===== src/rtl/cpu_trace_pkg.sv =====
// Shared definitions for the CPU trace emitter: ASCII codes, FSM states,
// record type codes, the timestamp saturation limit and character helpers.
package cpu_trace_pkg;

  localparam logic [7:0] ASCII_CARET  = 8'h5e;  // ^
  localparam logic [7:0] ASCII_AT     = 8'h40;  // @
  localparam logic [7:0] ASCII_COLON  = 8'h3a;  // :
  localparam logic [7:0] ASCII_DOLLAR = 8'h24;  // $
  localparam logic [7:0] ASCII_STAR   = 8'h2a;  // *
  localparam logic [7:0] ASCII_LT     = 8'h3c;  // <
  localparam logic [7:0] ASCII_EQ     = 8'h3d;  // =
  localparam logic [7:0] ASCII_HASH   = 8'h23;  // #
  localparam logic [7:0] ASCII_SPACE  = 8'h20;
  localparam logic [7:0] ASCII_ZERO   = 8'h30;

  // Largest timestamp that still fits in four decimal digits.
  localparam logic [13:0] TIME_SAT = 14'd9999;

  // Word addresses: the two low bits of PC and memory address are dropped.
  localparam logic [31:0] PTR_MASK = 32'hffff_fffc;

  // Each state names the character (or field) being shown on the output.
  typedef enum logic [3:0] {
    ST_IDLE, ST_CARET, ST_TIME, ST_AT, ST_PC, ST_COLON, ST_SP0, ST_TAG,
    ST_REG, ST_ADDR, ST_SP1, ST_LT, ST_EQ, ST_SP2, ST_DATA, ST_HASH
  } state_e;

  typedef enum logic {
    TYPE_REG = 1'b0,
    TYPE_MEM = 1'b1
  } rec_type_e;

  // Lowercase hex ASCII for one nibble.
  function automatic logic [7:0] hex_ascii(input logic [3:0] nib);
    return (nib < 4'd10) ? (ASCII_ZERO + {4'h0, nib}) : (8'h57 + {4'h0, nib});
  endfunction

  // ASCII for one BCD digit.
  function automatic logic [7:0] dec_ascii(input logic [3:0] digit);
    return ASCII_ZERO + {4'h0, digit};
  endfunction

  // Nibble idx of a 32-bit word, counted from the most significant end.
  function automatic logic [3:0] hex_nibble(input logic [31:0] v, input logic [2:0] idx);
    return 4'(v >> {3'd7 - idx, 2'b00});
  endfunction

  // BCD digit idx of a packed 4-digit value, counted from the least significant end.
  function automatic logic [3:0] bcd_digit(input logic [15:0] bcd, input logic [2:0] idx);
    return 4'(bcd >> {idx, 2'b00});
  endfunction

endpackage


===== src/rtl/cpu_trace_bcd.sv =====
// Combinational binary-to-BCD converter (double-dabble) for values up to 9999,
// plus the number of significant decimal digits (at least one).
module cpu_trace_bcd (
  input  logic [13:0] bin,
  output logic [15:0] bcd,
  output logic [2:0]  n_digits
);

  // Shift-and-add-3: correct every digit that would overflow on the next shift.
  always_comb begin
    // NOTE: every output of a combinational block gets a default first so no latch is inferred.
    bcd = '0;
    for (int i = 13; i >= 0; i--) begin
      for (int k = 0; k < 4; k++) begin
        if (bcd[4*k +: 4] >= 4'd5) bcd[4*k +: 4] = bcd[4*k +: 4] + 4'd3;
      end
      bcd = {bcd[14:0], bin[i]};
    end
  end

  // Digit count ignores leading zeros; zero itself prints as one digit.
  always_comb begin
    if (bcd[15:12] != 4'd0)     n_digits = 3'd4;
    else if (bcd[11:8] != 4'd0) n_digits = 3'd3;
    else if (bcd[7:4] != 4'd0)  n_digits = 3'd2;
    else                        n_digits = 3'd1;
  end

endmodule


===== src/rtl/cpu_trace_emitter.sv =====
// Serialises one register-write or memory-write trace record into an ASCII
// frame, one character per clock, e.g. "^12@00003004: $5 <= 0000abcd#".
module cpu_trace_emitter
  import cpu_trace_pkg::*;
(
  input  logic        clk,
  input  logic        reset,
  input  logic        req_valid,
  input  logic        req_type,
  input  logic [13:0] req_time,
  input  logic [31:0] req_pc,
  input  logic [4:0]  req_grf,
  input  logic [31:0] req_addr,
  input  logic [31:0] req_data,
  output logic        req_ready,
  output logic [7:0]  char,
  output logic        char_valid,
  output logic        frame_done
);

  state_e      state_q, state_d;
  logic [2:0]  cnt_q, cnt_d;
  rec_type_e   type_q, type_d;
  logic [15:0] t_bcd_q, t_bcd_d, r_bcd_q, r_bcd_d;
  logic [2:0]  t_n_q, t_n_d, r_n_q, r_n_d;
  logic [31:0] pc_q, pc_d, addr_q, addr_d, data_q, data_d;
  logic [7:0]  char_q, char_d;
  logic        char_valid_q, char_valid_d;
  logic        frame_done_q, frame_done_d;

  logic        accept;
  logic [13:0] time_sat;
  logic [15:0] t_bcd_new, r_bcd_new;
  logic [2:0]  t_n_new, r_n_new;

  assign accept   = (state_q == ST_IDLE) && req_valid;
  assign time_sat = (req_time > TIME_SAT) ? TIME_SAT : req_time;

  cpu_trace_bcd u_time_bcd (
    .bin      (time_sat),
    .bcd      (t_bcd_new),
    .n_digits (t_n_new)
  );

  cpu_trace_bcd u_grf_bcd (
    .bin      ({9'd0, req_grf}),
    .bcd      (r_bcd_new),
    .n_digits (r_n_new)
  );

  // Capture all record fields (already converted) on acceptance only.
  always_comb begin
    type_d  = type_q;
    t_bcd_d = t_bcd_q;
    t_n_d   = t_n_q;
    r_bcd_d = r_bcd_q;
    r_n_d   = r_n_q;
    pc_d    = pc_q;
    addr_d  = addr_q;
    data_d  = data_q;
    if (accept) begin
      type_d  = rec_type_e'(req_type);
      t_bcd_d = t_bcd_new;
      t_n_d   = t_n_new;
      r_bcd_d = r_bcd_new;
      r_n_d   = r_n_new;
      pc_d    = req_pc & PTR_MASK;
      addr_d  = req_addr & PTR_MASK;
      data_d  = req_data;
    end
  end

  // Frame sequencer; the digit counter restarts on every state change.
  always_comb begin
    state_d = state_q;
    cnt_d   = cnt_q + 3'd1;
    case (state_q)
      ST_IDLE:  if (accept) state_d = ST_CARET;
      ST_CARET: state_d = ST_TIME;
      ST_TIME:  if (cnt_q == t_n_q - 3'd1) state_d = ST_AT;
      ST_AT:    state_d = ST_PC;
      ST_PC:    if (cnt_q == 3'd7) state_d = ST_COLON;
      ST_COLON: state_d = ST_SP0;
      ST_SP0:   state_d = ST_TAG;
      ST_TAG:   state_d = (type_q == TYPE_REG) ? ST_REG : ST_ADDR;
      ST_REG:   if (cnt_q == r_n_q - 3'd1) state_d = ST_SP1;
      ST_ADDR:  if (cnt_q == 3'd7) state_d = ST_SP1;
      ST_SP1:   state_d = ST_LT;
      ST_LT:    state_d = ST_EQ;
      ST_EQ:    state_d = ST_SP2;
      ST_SP2:   state_d = ST_DATA;
      ST_DATA:  if (cnt_q == 3'd7) state_d = ST_HASH;
      ST_HASH:  state_d = ST_IDLE;
      default:  state_d = ST_IDLE;
    endcase
    if (state_d != state_q || state_q == ST_IDLE) cnt_d = '0;
  end

  // Character for the coming cycle, looked up from the next state so the outputs can be flopped.
  always_comb begin
    char_d       = 8'h00;
    char_valid_d = (state_d != ST_IDLE);
    frame_done_d = (state_d == ST_HASH);
    case (state_d)
      ST_CARET: char_d = ASCII_CARET;
      ST_TIME:  char_d = dec_ascii(bcd_digit(t_bcd_d, t_n_d - 3'd1 - cnt_d));
      ST_AT:    char_d = ASCII_AT;
      ST_PC:    char_d = hex_ascii(hex_nibble(pc_d, cnt_d));
      ST_COLON: char_d = ASCII_COLON;
      ST_SP0:   char_d = ASCII_SPACE;
      ST_TAG:   char_d = (type_d == TYPE_REG) ? ASCII_DOLLAR : ASCII_STAR;
      ST_REG:   char_d = dec_ascii(bcd_digit(r_bcd_d, r_n_d - 3'd1 - cnt_d));
      ST_ADDR:  char_d = hex_ascii(hex_nibble(addr_d, cnt_d));
      ST_SP1:   char_d = ASCII_SPACE;
      ST_LT:    char_d = ASCII_LT;
      ST_EQ:    char_d = ASCII_EQ;
      ST_SP2:   char_d = ASCII_SPACE;
      ST_DATA:  char_d = hex_ascii(hex_nibble(data_d, cnt_d));
      ST_HASH:  char_d = ASCII_HASH;
      default:  char_d = 8'h00;
    endcase
  end

  // Control state and registered outputs, synchronously reset.
  always_ff @(posedge clk) begin
    // NOTE: sequential state uses non-blocking assignments so every flop samples pre-edge values.
    if (reset) begin
      state_q      <= ST_IDLE;
      cnt_q        <= '0;
      char_q       <= 8'h00;
      char_valid_q <= 1'b0;
      frame_done_q <= 1'b0;
    end else begin
      state_q      <= state_d;
      cnt_q        <= cnt_d;
      char_q       <= char_d;
      char_valid_q <= char_valid_d;
      frame_done_q <= frame_done_d;
    end
  end

  // Record field storage.
  always_ff @(posedge clk) begin
    // NOTE: data-only registers carry no reset; they are always reloaded before being shown.
    type_q  <= type_d;
    t_bcd_q <= t_bcd_d;
    t_n_q   <= t_n_d;
    r_bcd_q <= r_bcd_d;
    r_n_q   <= r_n_d;
    pc_q    <= pc_d;
    addr_q  <= addr_d;
    data_q  <= data_d;
  end

  assign req_ready  = (state_q == ST_IDLE);
  assign char       = char_q;
  assign char_valid = char_valid_q;
  assign frame_done = frame_done_q;

endmodule


===== config.mk =====
export PLATFORM = sky130hd
export DESIGN_NAME = cpu_trace_emitter
export DESIGN_NICKNAME = d
export VERILOG_FILES = /design/src/rtl/cpu_trace_pkg.sv /design/src/rtl/cpu_trace_bcd.sv /design/src/rtl/cpu_trace_emitter.sv
export SDC_FILE = /design/constraint.sdc
export NUM_CORES = 1
export LEC_CHECK = 0
export CORE_MARGIN = 4
export CORE_UTILIZATION = 55
export DETAILED_ROUTE_END_ITERATION = 16
export GPL_TIMING_DRIVEN = 0
export PLACE_DENSITY_LB_ADDON = 0.3
export SLEW_MARGIN = 20
export SYNTH_ARGS = -nofsm -noshare
export SYNTH_HDL_FRONTEND = slang
export SYNTH_SLANG_ARGS = --single-unit

===== constraint.sdc =====
create_clock -name clk -period 18.8 [get_ports clk]
set_input_delay 2.82 -clock clk [delete_from_list [all_inputs] [get_ports clk]]
set_output_delay 2.82 -clock clk [all_outputs]
set_load 0.02 [all_outputs]

### Word-level counts from Yosys, hierarchy flattened

Cells that the tools add are included.

* equality and inequality tests: 34
* order comparisons: 40
* mux-type cells: 65
* add/sub/neg operators: 52
* shift operators: 5
* reductions and logical operators: 11

Operators with widths (number)
* 2-to-1 mux 4 bit: 40
* greater-or-equal comparator 4 x 3 -> 1 bit (second input constant): 28
* adder 4 x 2 -> 4 bit (second input constant): 27
* one-hot mux 8 bit (13 select lines): 1
* 2-to-1 mux 32 bit: 3
* right shift 32 x 5 -> 4 bit: 3
* equality test 4 bit (second input constant): 16
* one-hot mux 4 bit (16 select lines): 1
* adder 6 x 4 -> 7 bit (first input constant): 5
* equality test 4 x 3 -> 1 bit (second input constant): 8
* 2-to-1 mux 16 bit: 2
* right shift 16 x 5 -> 4 bit: 2
* 2-to-1 mux 3 bit: 10
* nonzero test 4 bit: 7
* adder 7 x 4 -> 8 bit (first input constant): 3
* 2-to-1 mux 8 bit: 3
* equality test 4 x 2 -> 1 bit (second input constant): 4
* greater-than comparator 14 bit (second input constant): 1
* 2-to-1 mux 14 bit: 1
* adder 1 x 2 -> 3 bit (second input constant): 4
* adder 3 x 2 -> 4 bit (second input constant): 3
* greater-or-equal comparator 1 x 3 -> 1 bit (second input constant): 4
* greater-or-equal comparator 3 bit (second input constant): 4
* less-than comparator 4 bit (second input constant): 3
* 15 further kinds: 24

* logic and storage cells: 220
* input port bits: 119
* output and inout bits: 11
* register bits after elaboration: 152

### Longest topological paths before layout

Gate-level depths: netlist (run 1).

* depth in word-level cells: 34
* mapped depth: 64
* gate-level depth less buffers: 60

### Hierarchy

Synthesis (run 1) repeated with hierarchy kept, for this count alone.

* cells, all modules: 2187
* area, all modules: 16140.5 µm²

Modules (own cells, without submodules)
* cpu_trace_emitter: instances 1, cells an instance 883, area each 7498.4 µm², seq. area each 3022.9 µm²
* cpu_trace_bcd (u_grf_bcd): instances 1, cells an instance 651, area each 4371.7 µm², seq. area each 0.0 µm²
* cpu_trace_bcd (u_time_bcd): instances 1, cells an instance 653, area each 4270.3 µm², seq. area each 0.0 µm²

### Least setup slack after synthesis (run 1)

No wires, ideal clock.

* kind: input to register
* start point: input port req_time[13]
* end point: register char_q[0] (netlist: char[0])
* arrival time: 14.703 ns
* slack: 3.966 ns
* cell stages on the path: 63
* cell sequence: buf_2 nand2b_1 inv_1 ha_1 a21oi_1 ha_1 nand2b_1 o21a_2 nor3_1 nor2_1 ha_1 nor2b_1 a2111oi_4 nor2_1 xnor2_1 ha_1 nor2b_1 nor2_1 [27 not listed] a22oi_2 inv_2 ha_1 a21oi_1 mux2_4 or3_4 a22oi_1 ha_1 inv_1 fa_1 clkbuf_1 nor2_1 a211oi_1 inv_1 o41ai_1 a21oi_1 a211oi_1 a211oi_1

* cells in the longest elaborated chain, start to end: 34
* elaborated cells between the ends (all ways): 93

RTL lines
* start: declaration: line cpu_trace_emitter.sv:10 `input logic [13:0] req_time,`
* greater-than comparator 14 bit: line cpu_trace_emitter.sv:37 `assign time_sat = (req_time > TIME_SAT) ? TIME_SAT : req_time;`
* 2-to-1 mux 14 bit *: line cpu_trace_emitter.sv:37
* adder 3 x 2 -> 4 bit or greater-or-equal comparator 3 bit (tied branches): line cpu_trace_bcd.sv:15 `if (bcd[4*k +: 4] >= 4'd5) bcd[4*k +: 4] = bcd[4*k +: 4] + 4'd3;`
* 2-to-1 mux 4 bit: line cpu_trace_bcd.sv:15
* adder 4 x 2 -> 4 bit or greater-or-equal comparator 4 x 3 -> 1 bit (tied branches): line cpu_trace_bcd.sv:15
* 2-to-1 mux 4 bit: line cpu_trace_bcd.sv:15
* adder 4 x 2 -> 4 bit or greater-or-equal comparator 4 x 3 -> 1 bit (tied branches): line cpu_trace_bcd.sv:15
* 2-to-1 mux 4 bit: line cpu_trace_bcd.sv:15
* [19 not listed]
* 2-to-1 mux 3 bit *: line cpu_trace_bcd.sv:23 `if (bcd[15:12] != 4'd0) n_digits = 3'd4;`
* 2-to-1 mux 3 bit *: line cpu_trace_emitter.sv:61 `if (accept) begin`
* via t_n_d[0]: line cpu_trace_emitter.sv:25 `logic [2:0] t_n_q, t_n_d, r_n_q, r_n_d;`
* subtractor 3 x 1 -> 3 bit *: line cpu_trace_emitter.sv:106 `ST_TIME: char_d = dec_ascii(bcd_digit(t_bcd_d, t_n_d - 3'd1 - cnt_d));`
* subtractor 3 bit *: line cpu_trace_emitter.sv:106
* right shift 16 x 5 -> 4 bit *: line cpu_trace_pkg.sv:50 `return 4'(bcd >> {idx, 2'b00});`
* adder 6 x 4 -> 7 bit *: line cpu_trace_pkg.sv:40 `return ASCII_ZERO + {4'h0, digit};`
* one-hot mux 8 bit (13 select lines) *: line cpu_trace_emitter.sv:104 `case (state_d)`
* end signal: assignment: line cpu_trace_emitter.sv:136 `char_q <= char_d;`
* end: declaration: line cpu_trace_emitter.sv:27 `logic [7:0] char_q, char_d;`

The timed path passes the listed nets; every way through them passes the cells marked *.
A chain may end at the register's enable or synchronous reset.

### Final worst setup path (run 1)

Same ends and word-level chain as after synthesis.

==> summary.txt, run 1 <==
Finish
  • Area growth, synth to finish: 19.2%
  • Multi-input gate area: roughly 7500 µm²
  • Filler cells: 1,680
  • # diodes: 0
  • FF+latch area: just over 3000 µm²
  • Nets: 1,737
  • Final core occ: 67.2%
  • Layout cells sized above 1: a little under a tenth

Setup path
  • Setup CP Type: input pin to flop
  • Worst path slowest cell: clkdlybuf4s50_1
  • Max stage delay on crit path: 620 ps
  • R2R Setup Slk: 12,010 ps
  • Required @ worst endpoint: between 15,000 and 20,000 ps
  • Worst R2R End: char[0]
  • Worst r2r src: cnt_q[0]
  • Max FO, Critical Path: 10
  • R2r worst-path depth: 20
  • Worst Setup SP: req_time[13]
  • Crit start category: input pin
  • Crit end category: flop
  • Setup crit end: char[0]
  • Cell mode on critical path: ha_1
  • Worst Path Arrival: ~18,000 ps

Power
  • Peak supply drop: about 130 µV
  • Power, Total: 2.38 mW
  • Pwr Density: 180 nW/µm²
  • Lkg Pwr: 5.48 nW

Route
  • Final ANT Viol Nets: 0
  • Final WL: 30,600 µm
  • DRC: 0
  • Drt wl/cell: 16.5 µm
  • DRT Pass-1 Iters: 6
  • 1st-iter DRT viols: 827
  • Routed vias/inst: between 5 and 6
  • Vias: 10,900

Place
  • Setup WS pre-CTS: 1230 ps
  • IO Port Bufs: 123
  • Post-DP HPWL: 23,500 µm
  • RD Place Congestion: 0.956

Floorplan
  • Die width: 150 µm
  • Initial Util: 56.3%
  • Die area: 22,500 µm²
  • Chip height: 150 µm
  • Core box area: 19,700 µm²
  • Ports: 130
  • Row Count: 51

Synthesis
  • Top-count cell post-synth: nand2_1
  • Top-area cell type share of the netlist area: 27.3%
  • Post-synthesis sequential area ratio: 27.3%
  • Ys Warns: 0
  • Mapped Area: 11,100 µm²
  • Number of synthesized flops with an enable pin: 0
  • Cell taking the most area after synthesis: dfxtp_1
  • Net Count, Synth: around 1,600
  • Post-Synthesis Cells: 1,439
  • Ranking of synthesized cells by area: dfxtp_1 (27%), nand2_1 (12%), mux2i_1 (4.2%), mux4_2 (4.1%), ha_1 (4.0%)
  • Primary FF master, synth: dfxtp_1
  • Post-synth ARST share: 0%
  • Synthesized flop and latch total: 151
  • Netlist cell types: 113
  • Syn Area/Cell: 7.69 µm²
  • Post-synth top cells: nand2_1 (350), dfxtp_1 (151), nor2_1 (79), a21oi_1 (73), inv_1 (65)

Timing
  • Setup Viol. Count Final: 0
  • Final Critical Period: 17,410 ps
  • Fin. Hold Viols: 0
  • Worst-Margin Slew: around 960 ps
  • Setup TNS: 0 ps
  • Max-slew headroom: around 36%
  • Slew Limit Fails: 0
  • Clock skew: around 18 ps
  • Post-route setup slack: 1390 ps
  • Fmax achieved: 57.4 MHz
  • RSZ-0062 raised after global routing: false
  • Final period utilization: 92.6%

Hold path
  • HP Start: t_bcd_q[6]
  • Worst Hold Class: flop to flop

Global route
  • Initial antenna violation count: 0
  • Vias in the first global route: between 10,000 and 15,000
  • GRT Total Usage: 26.7%
  • First-pass GRT wire length: 49,200 µm
  • Grt ovf: 0
  • Largest net degree at the start of global routing: 17

Clocking
  • Sink Count: 151
  • CTS tree: done
  • CTS Buf Count: 17
  • Clock H-tree levels: 4
  • Clock latency on the worst-skew pair: between 400 and 500 ps
  • Clk root buf: clkbuf_16
  • Clock buffer depth: 2
  • CTS resizes: 0
  • Post-CTS Setup Bufs: 0
  • # hold bufs at CTS: 0
  • Clock transition at path regs: 70 ps

Run status
  • Status: finished clean

Flow run
  • Max_cap viols: 0
-- how the worst min path moves through the flow --
stage | endpoint | depth (start not counted)
6_report | t_bcd_q[6] | 2
5_1_grt | t_bcd_q[6] | 2
4_1_cts | t_bcd_q[6] | 2
3_5_place_dp | data_q[3] | 2
3_3_place_gp | data_q[7] | 2
2_1_floorplan | r_bcd_q[2] | 2
-- power breakdown --
group	internal (mW)	total [mW]	leakage, nW	switching (mW)
registers	0.394	0.416	1.26	0.0216
logic	0.667	1.64	3.95	0.976
clock network	0.175	0.323	0.271	0.148
-- flip-flops by register name, summed over array words and instances (netlist names) --
name / flops
char: 7
cnt_q: 3
state_q: 4
t_n_q: 3
type_q: 1
pc_q: 32
frame_done: 1
r_bcd_q: 16
r_n_q: 3
char_valid: 1
addr_q: 32
data_q: 32
t_bcd_q: 16
-- cell type report --
| class | count | area share (%) |
|---|---|---|
| multi-input cells | 1142 | 56.6 |
| plain buffers | 74 | 2.36 |
| clock inverters | 14 | 1.02 |
| flip-flops and latches | 151 | 22.9 |
| inverters | 72 | 2.05 |
| clock buffers | 18 | 3.25 |
| repair buffers | 123 | 9.33 |
| well taps | 265 | 2.51 |
-- cell usage in the layout (no fill, tap or decap), types with 17 or more instances in the layout --
cell and instances:
nor3_1 25, and2_1 27, nand2_1 350, ha_1 35, nor2_1 79, o21ai_0 60
mux2i_1 47, nand2b_1 20, mux4_2 20, clkdlybuf4s50_1 123, dfxtp_1 151, inv_1 65
mux2_2 19, xnor2_1 25, a21oi_1 73, clkbuf_16 17, nand3_1 32, o211ai_1 21
clkbuf_1 50
-- critical path, delay by kind of cell --
kind                       cells  cell delay (ps)
xor gates and xnor gates       1              460
muxes                          4              980
adders and majority gates     12             3250
AOI/OAI and AO/OA             18             3930
and+or+nand+nor               17             3970
buffers and inverters         12             2220
-- per-stage QoR --
step	instances	hold slack, ps	area [µm²]
CTS	1859	440	13200
global placement	1827	424	12600
floorplan	1439	408	11100
global route	1859	459	13200
detailed placement	1827	431	12600
finish	1859	443	13200
-- logic make-up (layout without fill, tap and decap cells) --
group | after synthesis | in the layout | synth area share (%)
AND/OR/NAND/NOR | 620 | 620 | 25.4
AO/OA/AOI/OAI | 362 | 362 | 24.1
flip-flops | 151 | 151 | 27.3
buffers and inverters | 146 | 301 | 5.26
multiplexers | 91 | 91 | 11.0
adder cells (fa/ha/maj) | 37 | 37 | 4.32
XOR/XNOR | 31 | 31 | 2.52
other | 1 | 1 | 0.0339
-- routing by layer --
layer	up-vias	GRT usage, %	routed length [µm]
met2	363	44.9	14800
met1	5092	35.6	13400
met3	51	4.45	1860
li1	5433	-	-
met5	-	0	0
met4	0	6.86	550
No activity file was read; power rests on OpenSTA's default activity.
==> run 2: changes to the inputs <==
--- a/config.mk
+++ b/config.mk
@@ -10,7 +10,6 @@
 export DETAILED_ROUTE_END_ITERATION = 16
 export GPL_TIMING_DRIVEN = 0
 export PLACE_DENSITY_LB_ADDON = 0.3
-export SLEW_MARGIN = 20
 export SYNTH_ARGS = -nofsm -noshare
 export SYNTH_HDL_FRONTEND = slang
 export SYNTH_SLANG_ARGS = --single-unit
==> constraint.sdc (replaced) <==
create_clock -name clk -period 18.8 [get_ports clk]
set_input_delay 3.76 -clock clk [delete_from_list [all_inputs] [get_ports clk]]
set_output_delay 3.76 -clock clk [all_outputs]
set_load 0.02 [all_outputs]
==> run 2 against run 1 <==
Flip-flop and latch count unchanged; clock-buffer cell count is the same; highest routed layer unchanged; largest cell class unchanged; final cell count up 0.11%; global-route usage unchanged; combinational power about the same; core utilization grew 0.17 points; clock power about the same; sequential share of layout area shrank 0.058 points; via count rose by 0.27%; sequential power about the same.
==> summary.txt, run 2 (same netlist as run 1, synthesis figures left out) <==
Setup path
  • Cell mode on critical path: ha_1 (unchanged)
  • Worst path slowest cell: clkdlybuf4s50_1 (unchanged)
  • Required @ worst endpoint: 19,100 ps (about the same)
  • Max stage delay on crit path: 620 ps (about the same)
  • Setup CP Type: input pin to flop (unchanged)
  • Max FO, Critical Path: 10 (unchanged)
  • Worst Path Arrival: 17,920 ps (was 17,710 ps)
  • CP delay by family, top: compound AO/OA/AOI/OAI gates (was simple AND/OR/NAND/NOR gates)
  • Crit start category: input pin (unchanged)
  • Crit end category: flop (unchanged)
  • Worst Path Buf+Inv: 12 (unchanged)

Floorplan
  • Ports: 130 (unchanged)
  • Initial Util: 56.3% (unchanged)
  • Die width: 150 µm (unchanged)
  • Core box area: 19,700 µm² (unchanged)
  • Row Count: 51 (unchanged)
  • Chip height: 150 µm (unchanged)
  • Die area: 22,500 µm² (unchanged)

Power
  • NetSw: 1.15 mW (about the same)
  • Pwr Density: 180 nW/µm² (about the same)
  • Power, Total: 2.38 mW (about the same)
  • Peak supply drop: 130 µV (about the same)
  • Lkg Pwr: 5.50 nW (was 5.48 nW)
  • Internal Power: 1.24 mW (about the same)
  • Combinational fraction of design power: 69.0% (about the same)
  • Clock network fraction of total power: 13.5% (about the same)
  • Sw Ratio: 48.1% (about the same)
  • Sequential Power Share: 17.5% (about the same)

Place
  • IO Port Bufs: 123 (unchanged)
  • Placed cell areas: 12,600 µm² (unchanged)
  • Setup WS pre-CTS: 291 ps (was 1230 ps)
  • Post-DP HPWL: 23,500 µm (unchanged)
  • RD Place Congestion: 0.956 (unchanged)

Flow run
  • Max_cap viols: 0 (unchanged)

Timing
  • Final Critical Period: 17,620 ps (was 17,410 ps)
  • Fin. Hold Viols: 0 (unchanged)
  • Post-route setup slack: 1180 ps (was 1390 ps)
  • Final period utilization: 93.7% (was 92.6%)
  • Fmax achieved: 56.7 MHz (was 57.4 MHz)
  • Setup TNS: 0 ps (unchanged)
  • Max-slew headroom: 35.2% (was 35.5%)
  • RSZ-0062 raised after global routing: false (unchanged)
  • Slew Limit Fails: 0 (unchanged)
  • Worst-Margin Slew: 960 ps (was 955 ps)
  • Clock skew: 15.6 ps (was 17.7 ps)
  • Setup Viol. Count Final: 0 (unchanged)

Finish
  • Commonest cells after routing, fill and taps aside: nand2_1 (350), dfxtp_1 (151), clkdlybuf4s50_1 (123) (unchanged)
  • Most common cell after layout, fill and taps aside: nand2_1 (unchanged)
  • FF+latch area: 3020 µm² (unchanged)
  • Filler cells: 1,673 (was 1,680)
  • Nets: 1,739 (was 1,737)
  • # diodes: 0 (unchanged)
  • Area growth, synth to finish: 19.5% (was 19.2%)
  • Layout cells sized above 1: 9.77% (was 9.41%)
  • Fin area: 13,200 µm² (about the same)
  • Top Registers: addr_q (32), data_q (32), pc_q (32) (unchanged)
  • Multi-input gate area: 7480 µm² (was 7470 µm²)

Route
  • 1st-iter DRT viols: 850 (was 827)
  • DRT Pass-1 Iters: 5 (was 6)
  • Vias: 11,000 (was 10,900)
  • Routed vias/inst: 5.89 (was 5.88)
  • DRC: 0 (unchanged)
  • Final WL: 30,600 µm (about the same)
  • Final ANT Viol Nets: 0 (unchanged)
  • Drt wl/cell: 16.4 µm (was 16.5 µm)

Clocking
  • Clock buffer depth: 2 (unchanged)
  • Clock latency on the worst-skew pair: 430 ps (was 440 ps)
  • Clock transition at path regs: 70 ps (about the same)
  • Clock H-tree levels: 4 (unchanged)
  • Sink Count: 151 (unchanged)
  • Clk root buf: clkbuf_16 (unchanged)
  • CTS Buf Count: 17 (unchanged)
  • CTS tree: done (unchanged)

Global route
  • GRT Total Usage: 26.7% (unchanged)
  • Initial antenna violation count: 0 (unchanged)
  • Vias in the first global route: 10,200 (unchanged)
  • First-pass GRT wire length: 49,200 µm (unchanged)
  • Largest net degree at the start of global routing: 17 (unchanged)
  • Grt ovf: 0 (unchanged)

Run status
  • Status: finished clean (unchanged)

Hold path
  • Worst Hold Class: flop to flop (unchanged)
run 2: changes by cell type in the layout (fill, tap and decap cells not counted), sizes merged:
cell,before,now
buf,25,27
run 2: layout make-up:
class	instances	share of cell area, %
multi-input cells	1142	56.6
flip-flops and latches	151	22.8
repair buffers	125	9.42
clock buffers	18	3.24
well taps	265	2.51
plain buffers	74	2.35
inverters	72	2.04
clock inverters	14	1.02
run 2: worst register-to-register path: stages (launching register included):
cell and delay (ps):
dfxtp_1 360, ha_1 220, ha_1 240, inv_1 110, a21oi_1 70, o2bb2ai_1 540
a21oi_1 160, o31ai_1 540, nor2b_1 500, clkbuf_1 590, clkbuf_1 640, inv_1 290
ha_1 300, fa_1 620, mux4_2 390, a32oi_1 180, nand2_1 110, o41ai_1 300
a21oi_1 140, a211oi_1 260, a211oi_1 90
run 2: power by group through the flow:
| stage | logic [mW] | registers (mW) | clock network [mW] |
|---|---|---|---|
| 2_1_floorplan | 1.28 | 0.419 | 0 |
| 3_3_place_gp | 1.56 | 0.419 | 0 |
| 3_5_place_dp | 1.60 | 0.422 | 0 |
| 4_1_cts | 1.62 | 0.416 | 0.325 |
| 5_1_grt | 1.82 | 0.422 | 0.343 |
| 6_report | 1.65 | 0.416 | 0.322 |
run 2: per-stage QoR:
stage	util [%]	hold WS, ps	cells
finish	67.3	443	1861
global route	67.3	459	1861
CTS	67.2	440	1859
detailed placement	64.3	431	1827
global placement	64.3	424	1827
floorplan	-	408	1439
run 2: metal layers:
layer | vias up | global-route usage, % | part of all wire (%)
li1 | 5441 | - | -
met1 | 5086 | 35.6 | 44
met2 | 394 | 44.9 | 48
met3 | 47 | 4.45 | 6.5
met4 | 0 | 6.86 | 1.7
met5 | - | 0 | 0
run 2: worst paths after layout:
| path | start | endpoint | slack, ps | depth (start not counted) |
|---|---|---|---|---|
| max | req_time[13] | char[0] | 1180 | 64 |
| min | t_bcd_q[6] | t_bcd_q[6] | 440 | 2 |
| max reg2reg | cnt_q[0] | char[0] | 12010 | 20 |
| min reg2reg | t_bcd_q[6] | t_bcd_q[6] | 440 | 2 |
run 2: what timing repair did:
item,CTS,global route
endpoints found under the setup margin,0,4
buffers inserted,0,2
gates resized for setup,0,4
hold buffers,0,0
==> run 3: changes to the inputs <==
--- a/config.mk
+++ b/config.mk
@@ -8,8 +8,8 @@
 export CORE_MARGIN = 4
 export CORE_UTILIZATION = 55
 export DETAILED_ROUTE_END_ITERATION = 16
-export GPL_TIMING_DRIVEN = 0
 export PLACE_DENSITY_LB_ADDON = 0.3
+export SKIP_CTS_REPAIR_TIMING = 1
 export SYNTH_ARGS = -nofsm -noshare
 export SYNTH_HDL_FRONTEND = slang
 export SYNTH_SLANG_ARGS = --single-unit
==> run 3 against run 2 <==
Final cell count decreased by 3.5%; wire length decreased by 4.1%; critical endpoint unchanged; critical path depth is 4 lower; clock skew shrank 3.6 ps; sequential power barely moved; clock power up 8.7%; register-to-register slack gained 850 ps; largest power group unchanged; flip-flop and latch count unchanged; critical path type unchanged; non-clock buffer count fell by 66; die area is the same; setup slack gained 29 ps; highest routed layer unchanged; clock-buffer cell count fell by 1.
==> summary.txt, run 3 (same netlist as run 1, synthesis figures left out) <==
Setup path
  • Worst r2r src: state_q[3] (was cnt_q[0])
  • Crit end category: flop (unchanged)
  • CP delay by family, top: compound AO/OA/AOI/OAI gates (unchanged)
  • R2r worst-path depth: 18 (was 20)
  • R2R Setup Slk: 12,860 ps (was 12,010 ps)
  • Critical Path Stages: 60 (was 64)
  • Required @ worst endpoint: 19,100 ps (about the same)
  • Max FO, Critical Path: 15 (was 10)
  • Worst path slowest cell: clkdlybuf4s50_1 (unchanged)
  • Worst Path Arrival: 17,900 ps (was 17,920 ps)
  • Worst Setup SP: req_time[13] (unchanged)
  • Setup CP Type: input pin to flop (unchanged)
  • Worst Path Buf+Inv: 10 (was 12)
  • Max stage delay on crit path: 830 ps (was 620 ps)
  • Cell mode on critical path: ha_1 (unchanged)
  • Crit start category: input pin (unchanged)

Floorplan
  • Die area: 22,500 µm² (unchanged)
  • Row Count: 51 (unchanged)
  • Chip height: 150 µm (unchanged)
  • Initial Util: 56.3% (unchanged)
  • Core box area: 19,700 µm² (unchanged)
  • Die width: 150 µm (unchanged)
  • Ports: 130 (unchanged)

Route
  • Final WL: 29,300 µm (was 30,600 µm)
  • Final ANT Viol Nets: 0 (unchanged)
  • DRC: 0 (unchanged)
  • Vias: 10,700 (was 11,000)
  • Drt wl/cell: 16.3 µm (was 16.4 µm)
  • Routed vias/inst: 5.97 (was 5.89)
  • 1st-iter DRT viols: 874 (was 850)
  • DRT Pass-1 Iters: 6 (was 5)

Power
  • Lkg Pwr: 5.42 nW (was 5.50 nW)
  • Pwr Density: 183 nW/µm² (was 180 nW/µm²)
  • Power, Total: 2.38 mW (about the same)
  • Peak supply drop: 150 µV (was 130 µV)

Place
  • RD Place Congestion: 0.958 (was 0.956)
  • Cell total after placement: 1,763 (was 1,827)
  • IO Port Bufs: 124 (was 123)
  • Post-DP HPWL: 21,100 µm (was 23,500 µm)

Finish
  • Multi-input gate area: 7480 µm² (about the same)
  • Layout cells sized above 1: 9.67% (was 9.77%)
  • Final core occ: 66.3% (was 67.3%)
  • FF+latch area: 3020 µm² (unchanged)
  • Area growth, synth to finish: 17.6% (was 19.5%)
  • Commonest cells after routing, fill and taps aside: nand2_1 (350), dfxtp_1 (151), clkdlybuf4s50_1 (124) (was nand2_1 (350), dfxtp_1 (151), clkdlybuf4s50_1 (123))
  • Filler cells: 1,680 (was 1,673)
  • Most common cell after layout, fill and taps aside: nand2_1 (unchanged)
  • Final Instance Count excl. Fillers: 1,795 (was 1,861)
  • # diodes: 0 (unchanged)
  • Nets: 1,673 (was 1,739)
  • Top Registers: addr_q (32), data_q (32), pc_q (32) (unchanged)

Global route
  • Largest net degree at the start of global routing: 99 (was 17)
  • Vias in the first global route: 9,746 (was 10,200)
  • GRT Total Usage: 25.2% (was 26.7%)
  • Grt ovf: 0 (unchanged)
  • GR Util met2: 41.9% (was 44.9%)
  • Met3 Use GR: 4.97% (was 4.45%)
  • Met1 usage: 33.4% (was 35.6%)
  • Initial antenna violation count: 0 (unchanged)
  • Busiest layer in global routing: met2 (unchanged)
  • First-pass GRT wire length: 47,000 µm (was 49,200 µm)

Clocking
  • Sink Count: 151 (unchanged)
  • Clock H-tree levels: 4 (unchanged)
  • Clock latency on the worst-skew pair: 430 ps (about the same)
  • CTS Buf Count: 17 (unchanged)
  • Clk root buf: clkbuf_16 (unchanged)
  • Clock buffer depth: 2 (unchanged)
  • Clock transition at path regs: 70 ps (about the same)
  • CTS tree: done (unchanged)

Timing
  • Setup Viol. Count Final: 0 (unchanged)
  • Fin Hold WS: 441 ps (was 443 ps)
  • Slew Limit Fails: 0 (unchanged)
  • Worst-Margin Slew: 1090 ps (was 960 ps)
  • Fin. Hold Viols: 0 (unchanged)
  • RSZ-0062 raised after global routing: false (unchanged)
  • Final period utilization: 93.6% (was 93.7%)
  • Max-slew headroom: 27.4% (was 35.2%)
  • Final Critical Period: 17,600 ps (was 17,620 ps)
  • Fmax achieved: 56.8 MHz (was 56.7 MHz)
  • Clock skew: 12.0 ps (was 15.6 ps)
  • Setup TNS: 0 ps (unchanged)

Hold path
  • Hold-critical path depth: 2 (unchanged)
  • HP Start: t_bcd_q[6] (unchanged)
  • Worst Hold Class: flop to flop (unchanged)

Run status
  • Status: finished clean (unchanged)

Flow run
  • Max_cap viols: 0 (unchanged)
run 3: power breakdown:
part | leakage [nW] | total (mW) | switching (mW) | internal [mW]
Sequential | 1.26 | 0.417 | 0.0230 | 0.394
Clock | 0.294 | 0.350 | 0.149 | 0.201
Combinational | 3.87 | 1.61 | 0.949 | 0.661
Total | 5.42 | 2.38 | 1.12 | 1.26
run 3: cell type report:
type / count / area share [%]
flip-flops and latches: 151 / 23.2
repair buffers: 133 / 10.0
inverters: 72 / 2.08
clock inverters: 15 / 1.40
well taps: 265 / 2.55
clock buffers: 17 / 3.27
multi-input cells: 1142 / 57.4
run 3: layer usage:
| metal | share of wire (%) | wire length (µm) | vias to the layer above |
|---|---|---|---|
| met5 | 0 | 0 | - |
| met4 | 1.9 | 548 | 0 |
| met3 | 6.6 | 1920 | 48 |
| met2 | 48 | 14100 | 385 |
| met1 | 43 | 12700 | 4992 |
| li1 | - | - | 5299 |
run 3: worst paths after layout:
path,end
worst max-delay path,char[0]
worst max register to register,char[0]
worst min-delay path,t_bcd_q[6]
worst min register to register,t_bcd_q[6]
run 3: stage by stage:
stage	area, µm²	worst slack (ps)
floorplan	11100	3030
global placement	12400	1320
detailed placement	12400	981
CTS	13000	1380
global route	13000	128
finish	13000	1200
run 3: worst reg2reg max path, stage by stage, from the launching register on:
cell       delay, ps
dfxtp_1          640
inv_1            230
nor2_1           330
a21oi_1          120
o2bb2ai_1        540
a21oi_1          130
o31ai_1          440
nor2b_4          230
buf_4            530
inv_1            320
ha_1             290
fa_1             620
mux4_2           360
a32oi_1          160
nand2_1          120
o41ai_1          330
a21oi_1          130
a211oi_1         230
a211oi_1          70
